$ cat config.mk
export PLATFORM = sky130hd
export DESIGN_NAME = instr_sequencer
export DESIGN_NICKNAME = d
export VERILOG_FILES = /design/src/rtl/seq_pkg.sv /design/src/rtl/instr_decode.sv /design/src/rtl/instr_sequencer.sv
export SDC_FILE = /design/constraint.sdc
export NUM_CORES = 1
export LEC_CHECK = 0
export ABC_AREA = 1
export CAP_MARGIN = 20
export CORE_UTILIZATION = 47
export DETAILED_ROUTE_END_ITERATION = 6
export GPL_TIMING_DRIVEN = 1
export PLACE_DENSITY = 0.93
export SLEW_MARGIN = 20
export SYNTH_ARGS = -nofsm -noshare
export SYNTH_HDL_FRONTEND = slang
export SYNTH_SLANG_ARGS = --single-unit
$ cat constraint.sdc
create_clock -name CLK -period 4.18 [get_ports CLK]
set_clock_uncertainty 0.1 [all_clocks]
set_input_delay 0.627 -clock CLK [delete_from_list [all_inputs] [get_ports CLK]]
set_output_delay 0.627 -clock CLK [all_outputs]
set_load 0.02 [all_outputs]
$ cat src/rtl/seq_pkg.sv
// seq_pkg: shared types and constants for the instruction sequencer.
//   - state_t        : sequencer FSM states
//   - WS_*           : write-source encodings for instruction bits [29:28]
//   - *_BIT/_MSB/_LSB: instruction field bit positions
//   - instr_fields_t : decoded instruction fields
//   - sext_imm()     : sign-extends the 23-bit immediate to 32 bits
package seq_pkg;

  typedef enum logic [2:0] {
    FETCH   = 3'd0,
    DECODE  = 3'd1,
    EXEC    = 3'd2,
    WAIT_IN = 3'd3,
    WB      = 3'd4
  } state_t;

  localparam logic [1:0] WS_IMM  = 2'b00;
  localparam logic [1:0] WS_SW   = 2'b01;
  localparam logic [1:0] WS_ALU  = 2'b10;
  localparam logic [1:0] WS_NONE = 2'b11;

  localparam int unsigned J_BIT     = 31;
  localparam int unsigned B_BIT     = 30;
  localparam int unsigned WS_MSB    = 29;
  localparam int unsigned WS_LSB    = 28;
  localparam int unsigned ALUOP_MSB = 27;
  localparam int unsigned ALUOP_LSB = 23;
  localparam int unsigned RA1_MSB   = 22;
  localparam int unsigned RA1_LSB   = 18;
  localparam int unsigned RA2_MSB   = 17;
  localparam int unsigned RA2_LSB   = 13;
  localparam int unsigned OFF_MSB   = 12;
  localparam int unsigned OFF_LSB   = 5;
  localparam int unsigned WA_MSB    = 4;
  localparam int unsigned WA_LSB    = 0;
  localparam int unsigned IMM_MSB   = 27;
  localparam int unsigned IMM_LSB   = 5;

  typedef struct packed {
    logic        j;
    logic        b;
    logic [1:0]  ws;
    logic [4:0]  aluop;
    logic [4:0]  ra1;
    logic [4:0]  ra2;
    logic [7:0]  off;
    logic [4:0]  wa;
    logic [31:0] imm;
  } instr_fields_t;

  // The immediate shares bits with ALUOP/RA1/RA2/OFF; it is only meaningful for WS_IMM.
  function automatic logic [31:0] sext_imm(input logic [22:0] imm);
    return {{9{imm[22]}}, imm};
  endfunction

endpackage

$ cat src/rtl/instr_decode.sv
// instr_decode: purely combinational split of the instruction register.
//   ir     in  32  instruction register contents
//   fields out     decoded fields plus sign-extended immediate
//   wr_en  out 1   instruction writes the register file (WS != none and WA != r0)
module instr_decode
  import seq_pkg::*;
(
  input  logic [31:0]   ir,
  output instr_fields_t fields,
  output logic          wr_en
);

  assign fields.j     = ir[J_BIT];
  assign fields.b     = ir[B_BIT];
  assign fields.ws    = ir[WS_MSB:WS_LSB];
  assign fields.aluop = ir[ALUOP_MSB:ALUOP_LSB];
  assign fields.ra1   = ir[RA1_MSB:RA1_LSB];
  assign fields.ra2   = ir[RA2_MSB:RA2_LSB];
  assign fields.off   = ir[OFF_MSB:OFF_LSB];
  assign fields.wa    = ir[WA_MSB:WA_LSB];
  assign fields.imm   = sext_imm(ir[IMM_MSB:IMM_LSB]);

  // r0 is never written, so WA=0 suppresses the write just like WS=none.
  assign wr_en = (fields.ws != WS_NONE) && (fields.wa != 5'd0);

endmodule

$ cat src/rtl/instr_sequencer.sv
// instr_sequencer: multi-cycle FETCH/DECODE/EXEC/(WAIT_IN)/WB controller.
// Owns PC and IR, drives the register file ports and ALU opcode, and
// accepts external switch data through a valid/ready handshake.
//   CLK, rst            clock, synchronous active-high reset
//   imem_addr/rdata     instruction ROM (data valid one cycle after address)
//   rf_a1/a2            register file read addresses (IR fields)
//   rf_a3/wd3/we3       register file write port, we3 pulses in WB only
//   alu_op              ALU opcode (IR field)
//   alu_result/flag     combinational ALU outputs, captured in EXEC
//   sw_in/valid/ready   switch input handshake, ready only in WAIT_IN
//   retire              one-cycle pulse per completed instruction (WB)
module instr_sequencer
  import seq_pkg::*;
#(
  parameter int PC_W = 8
) (
  input  logic            CLK,
  input  logic            rst,
  output logic [PC_W-1:0] imem_addr,
  input  logic [31:0]     imem_rdata,
  output logic [4:0]      rf_a1,
  output logic [4:0]      rf_a2,
  output logic [4:0]      rf_a3,
  output logic [31:0]     rf_wd3,
  output logic            rf_we3,
  output logic [4:0]      alu_op,
  input  logic [31:0]     alu_result,
  input  logic            alu_flag,
  input  logic [31:0]     sw_in,
  input  logic            sw_valid,
  output logic            sw_ready,
  output logic            retire
);

  state_t          state_q, state_d;
  logic [PC_W-1:0] pc_q, pc_d;
  logic [31:0]     ir_q, ir_d;
  logic [31:0]     res_q, res_d;
  logic            flg_q, flg_d;
  logic            we_q, we_d;
  logic            retire_q, retire_d;
  logic            sw_ready_q, sw_ready_d;

  instr_fields_t   dec;
  logic            dec_wr_en;
  logic [PC_W-1:0] off_pc;
  logic            take_off;

  instr_decode u_decode (
    .ir     (ir_q),
    .fields (dec),
    .wr_en  (dec_wr_en)
  );

  // Signed word offset, reduced modulo 2^PC_W by the add below.
  assign off_pc   = PC_W'($signed(dec.off));
  // J wins over B; B uses the flag captured in this instruction's EXEC.
  assign take_off = dec.j | (dec.b & flg_q);

  assign imem_addr = pc_q;
  assign rf_a1     = dec.ra1;
  assign rf_a2     = dec.ra2;
  assign alu_op    = dec.aluop;
  assign rf_a3     = dec.wa;
  assign rf_wd3    = (dec.ws == WS_IMM) ? dec.imm : res_q;
  assign rf_we3    = we_q;
  assign retire    = retire_q;
  assign sw_ready  = sw_ready_q;

  // Next-state, datapath capture and next-cycle output strobes.
  always_comb begin
    state_d = state_q;
    pc_d    = pc_q;
    ir_d    = ir_q;
    res_d   = res_q;
    flg_d   = flg_q;
    case (state_q)
      FETCH: begin
        state_d = DECODE;
      end
      DECODE: begin
        ir_d    = imem_rdata;
        state_d = EXEC;
      end
      EXEC: begin
        res_d = alu_result;
        flg_d = alu_flag;
        if (dec.ws == WS_SW) begin
          state_d = WAIT_IN;
        end else begin
          state_d = WB;
        end
      end
      WAIT_IN: begin
        if (sw_valid && sw_ready_q) begin
          res_d   = sw_in;
          state_d = WB;
        end else begin
          state_d = WAIT_IN;
        end
      end
      WB: begin
        if (take_off) begin
          pc_d = pc_q + off_pc;
        end else begin
          pc_d = pc_q + PC_W'(1'b1);
        end
        state_d = FETCH;
      end
      default: begin
        state_d = FETCH;
      end
    endcase
    // Strobes are registered so they line up exactly with the state they belong to.
    we_d       = (state_d == WB) && dec_wr_en;
    retire_d   = (state_d == WB);
    sw_ready_d = (state_d == WAIT_IN);
  end

  // State, PC, IR, captured result/flag and output strobe registers.
  always_ff @(posedge CLK) begin
    if (rst) begin
      state_q    <= FETCH;
      pc_q       <= '0;
      ir_q       <= 32'd0;
      res_q      <= 32'd0;
      flg_q      <= 1'b0;
      we_q       <= 1'b0;
      retire_q   <= 1'b0;
      sw_ready_q <= 1'b0;
    end else begin
      state_q    <= state_d;
      pc_q       <= pc_d;
      ir_q       <= ir_d;
      res_q      <= res_d;
      flg_q      <= flg_d;
      we_q       <= we_d;
      retire_q   <= retire_d;
      sw_ready_q <= sw_ready_d;
    end
  end

endmodule

Word level (Yosys, flattened, before mapping)
Index checks and enable logic that the tools add are counted.
- $add $sub $neg: 2
- multiply operators: 0
- divide/modulo/power cells: 0
- $lt $le $gt $ge: 0
- equal/unequal tests: 9
- shifts and indexed selects: 0
- mux-type cells: 7
- bitwise gates (word level): 2
- reductions and logical operators: 8
- operators with widths (kind ; count):
    two-way mux 32 bit ; 2
    case mux 32 bit (2 select lines) ; 1
    case mux 3 bit (4 select lines) ; 1
    equality test 3 x 2 -> 1 bit, second input constant ; 3
    adder 8 x 1 -> 8 bit, second input constant ; 1
    adder 8 bit ; 1
    two-way mux 8 bit ; 1
    equality test 3 bit, second input constant ; 2
    two-way mux 3 bit ; 2
    nonzero test 5 bit ; 1
    inequality test 2 bit, second input constant ; 2
    equality test 3 x 1 -> 1 bit, second input constant ; 1
    logical AND 1 bit ; 3
    logical NOT 3 bit ; 1
    equality test 2 x 1 -> 1 bit, second input constant ; 1
    logical NOT 2 bit ; 1
    AND reduction 2 bit ; 1
    nonzero test 2 bit ; 1
    bitwise AND 1 bit ; 1
    bitwise OR 1 bit ; 1
- bits in registers: 79
- bits in latches: 0
- RAM bits: 0
- memory bits (read-only): 0
- input port bits: 100
- output and inout bits: 63
- logic and storage cells: 36
- memories kept: 0

Depth between registers and ports, before layout
- word-level depth: 5
- depth in mapped cells: 13
- mapped depth without buffers: 13

Hierarchy
Synthesis repeated with hierarchy kept, for this count alone.
- cell total of the unflattened synthesis: 577
- area total of the unflattened synthesis: 4320.4 um2
- by module, submodules not included (module ; times used ; cells each ; area an instance (um2) ; sequential area each (um2)):
    instr_sequencer ; 1 ; 506 ; 3812.4 ; 1581.5
    instr_decode ; 1 ; 71 ; 508.0 ; 0.0

Least setup slack after synthesis
Ideal clock, no wire load.
- kind: register to register
- from: register ir_q[30]
- to: register pc_q[4], in the netlist imem_addr[4]
- library setup time: 109 ps
- arrival time: 1694 ps
- required time: 3971 ps
- path slack: 2277 ps
- cell stages (with the launch flop): 13
- buffers on the path: 0
- clock period less this slack: 1903 ps
- cells stage by stage: dfxtp_1 > nand2_1 > nand2_1 > inv_1 > nor2_1 > inv_1 > fa_1 > o21ai_0 > nand2_1 > xor2_1 > nand2_1 > nand2_1 > inv_1
- cells in the longest elaborated chain, start to end: 3
- RTL lines (element ; line ; RTL):
    start, declared ; instr_sequencer.sv:37 ; logic [31:0] ir_q, ir_d;
    start signal, assigned ; instr_sequencer.sv:134 ; ir_q <= ir_d;
    bitwise AND 1 bit ; instr_sequencer.sv:58 ; assign take_off = dec.j | (dec.b & flg_q);
    bitwise OR 1 bit ; instr_sequencer.sv:58 ;
    two-way mux 8 bit ; instr_sequencer.sv:103 ; if (take_off) begin
    end signal, assigned ; instr_sequencer.sv:133 ; pc_q <= pc_d;
    end, declared ; instr_sequencer.sv:36 ; logic [PC_W-1:0] pc_q, pc_d;
Every way passes these cells.
A chain may end at the register's enable or synchronous reset.

Final worst setup path
- from: register ir_q[28]
- to: output port rf_wd3[24]
- cells in the longest elaborated chain, start to end: 2
- RTL lines (element ; line ; RTL):
    logical NOT 2 bit ; instr_sequencer.sv:65 ; assign rf_wd3 = (dec.ws == WS_IMM) ? dec.imm : res_q;
    two-way mux 32 bit ; instr_sequencer.sv:65 ;
    end, declared ; instr_sequencer.sv:24 ; output logic [31:0] rf_wd3,
Every way passes these cells.

==> run summary <==
Ranked by total cell area, the synthesized netlist is headed by sky130_fd_sc_hd__dfxtp_1 (40%), sky130_fd_sc_hd__a21oi_1 (7.3%), sky130_fd_sc_hd__nand2_1 (7.3%), sky130_fd_sc_hd__nand3_1 (5.5%), sky130_fd_sc_hd__o21ai_0 (5.5%). The TritonCTS sink count came out at 79. The pin slew with the least headroom to its limit is 1.05 ns. The count of max-cap constraint violations came out at 0. The number of H-tree levels is 3. The power per unit of standard cell area is 483 nW/um^2. The path class of the tightest hold or removal check is reg -> reg. The repair_antennas step left the layout with diodes totalling 0. The number of enable-type register cells in the synthesized netlist is 0. In this design, the stage delay of the slowest critical-path cell is 0.79 ns.

The pin count of the biggest net entering global routing is 73. The worst setup path is launched from a register. The total area inside the core boundary comes to 8180 um^2. The final layout net count came out at 785. Counting along the longest clock path gives a buffer depth of 2. The number of top-level pins came out at 163.

The initial standard-cell utilization of the core is 48.1%. The share of synthesized flip-flops with an asynchronous set or reset is 0%. The count of cell types in the netlist is 27. The quantity of I/O buffers inserted on ports is 162. The area share of the leading cell type in the synthesized netlist is 40.2%. The die covers 8740 um^2. The signal on the critical path passes through nor2_4 > nand2_1 > nand2_1 > clkdlybuf4s50_1. The net count of the mapped netlist came out at 665. The number of placed instances with taps included came out at 771. The tree is rooted in a sky130_fd_sc_hd__clkbuf_8. Routability-driven placement finished with a final weighted congestion of 0.855. The internal power summed over all cells came out at 1.67 mW. The number of max-slew violations in the final report is 0. The count of final hold-check violations is 0. Setup repair after global routing left no endpoint under its margin. The area added between synthesis and finish is 41.6%. The post-cts sizing count is 0. The highest net fanout along the worst path is 45. The average vias per placed instance is 5.37. The number of iterations in the first detailed-routing pass is 5. After technology mapping, the gate count stands at 557.

In the post-synthesis netlist, the cell with the most instances is sky130_fd_sc_hd__dfxtp_1. In this run, flip-flops and latches consume 35.9% of the power. The number of synthesis warnings is 0. The die extent in y came out at 93.5 um. The number of standard cells in the layout, taps in and fillers out is 786. The remaining global-route overflow came out at 0. After the first detailed-routing iteration, the DRC count stood at 244. The remaining antenna violation count after routing is 0. The sum of internal, switching and leakage power came out at 2.69 mW. The cell area after synthesis came out at 3930 um^2. The largest vdd supply drop came out at 0.313 mV. The final-layout worst hold slack is 0.374 ns. Global routing consumed, over all layers together, 25.7% of the routing resources. The initial antenna violation count is 0.

The share of total power in combinational logic came out at 43.7%. Counting I/O delays and the setup requirement, the final critical path takes 3.54 ns. The clock input transition at the sequential cells of the worst setup and hold paths is 0.08 ns. The average cell area after synthesis is 7.06 um^2. Net switching is 38.1% of the power. The required time at the worst-slack endpoint came out at 3.45 ns.

The clock power share came out at 20.4%. The post-route clock period utilization came out at 84.8%. The number of buffers created by CTS is 9. The largest total area in the synthesized netlist belongs to sky130_fd_sc_hd__dfxtp_1.

In the routed design, unresolved DRC markers number 0. Counting the fill cells in the layout gives 661. The data arrival time of the critical path is 2.82 ns. The clock tree from TritonCTS is done. The leakage component of the power came out at 2.30 nW. Ranked by instance count, the synthesized netlist is headed by sky130_fd_sc_hd__dfxtp_1 (79), sky130_fd_sc_hd__nand2_1 (76), sky130_fd_sc_hd__a21oi_1 (57), sky130_fd_sc_hd__nor2_1 (55), sky130_fd_sc_hd__inv_1 (51).

Dividing the detail-routed wire length by the instance count gives 14.2 um. The timing-limited maximum frequency came out at 0.282 GHz. The category of the worst setup path capture point is a primary output. The hold-fix buffer count after cts came out at 0. In this run the power spent charging and discharging nets is 1.03 mW. Clock latency on the worst-skew pair, taken at its later pin, is 0.35 ns.

Counting stages on the worst path, the most repeated cell is sky130_fd_sc_hd__nand2_1. The setup TNS after final layout came out at 0 ns. The library cell contributing the largest single delay on the critical path is sky130_fd_sc_hd__nor2_4. Once layout is complete, the utilization of the core stands at 68.2%.

The half-perimeter wire length of the detailed placement result came out at 7990 um. The primary flip-flop cell chosen by synthesis mapping is sky130_fd_sc_hd__dfxtp_1. The via count of the first global-routing pass came out at 3886. The floorplan step set the die width to 93.5 um.

The first global-routing pass estimated 17800 um of wire. The worst slew slack as a fraction of its limit is 30.2%. The run finished with clean final reports. In the final layout, the share of cells above drive strength 1 is 4.11%. The via count of the routed design is 4224. The buffer count from post-CTS setup fixing is 0.

The routed design has 11200 um of wire. The number of placement rows came out at 33. The number of synthesized register bits is 79.

Setup violations remaining at the end of the flow were counted as 0. Summing the sequential cell areas from Yosys gives 40.2% of the chip area. The worst setup path is of the reg -> out kind.
[power by group through the flow]
stage | combinational [mW] | sequential [mW] | clock (mW)
floorplan | 0.734 | 0.953 | 0
global route | 1.28 | 0.982 | 0.587
finish | 1.18 | 0.967 | 0.549
global placement | 1.15 | 0.974 | 0
detailed placement | 1.17 | 0.980 | 0
CTS | 1.18 | 0.965 | 0.551
[cell usage in the layout (no fill, tap or decap), drive strengths merged, types with 7 or more instances in the layout]
master / n
dfxtp: 79
nand3: 43
nand2: 78
clkdlybuf4s50: 162
nor2: 56
clkbuf: 11
inv: 55
ha: 7
o21ai: 82
a31oi: 32
a21oi: 58
[area by class of cell]
class / instances / area, um^2 / area share [%]
well taps: 105 / 131 / 2.36
repair buffers: 165 / 1640 / 29.5
inverters: 55 / 206 / 3.71
clock buffers: 11 / 131 / 2.36
flip-flops and latches: 79 / 1580 / 28.4
multi-input cells: 367 / 1830 / 32.8
clock inverters: 4 / 47.5 / 0.853
[stage by stage]
step                worst slack, ns  instance area [um^2]
floorplan                      2.28                  3930
global placement               1.08                  5390
detailed placement             1.03                  5390
CTS                           0.634                  5570
global route                  0.400                  5570
finish                        0.636                  5570
[logic make-up after synthesis]
| family | Yosys count | synth area share, % |
|---|---|---|
| AO/OA/AOI/OAI | 175 | 23.8 |
| XOR/XNOR | 3 | 0.668 |
| adder cells (fa/ha/maj) | 8 | 2.74 |
| buffers and inverters | 111 | 13.4 |
| flip-flops | 79 | 40.2 |
| AND/OR/NAND/NOR | 181 | 19.2 |
[routing by layer]
metal,up-vias,track usage [%],routed length [um]
met5,-,0,0
li1,2093,-,-
met3,23,6.02,935
met1,1906,31.6,4520
met2,202,43.6,5480
met4,0,9.36,225
[critical path: cells and delay by family (launching register included)]
kind / cells / cell delay (ns)
buffers and inverters: 1 / 0.62
and+or+nand+nor: 3 / 1.43
DFF: 1 / 0.42
[state kept, by name, summed over array words and instances (netlist names)]
signal / cells
rf_we3: 1
ir_q: 32
imem_addr: 8
res_q: 32
flg_q: 1
sw_ready: 1
retire: 1
state_q: 3
[worst paths after layout]
kind	slack (ns)	depth (start not counted)	end	startpoint
max	0.64	4	rf_wd3[24]	ir_q[28]
min reg2reg	0.37	2	ir_q[2]	ir_q[2]
max reg2reg	1.74	5	res_q[16]	state_q[0]
min	0.37	2	ir_q[2]	ir_q[2]
Note: power is estimated with default switching activity, not from simulation.
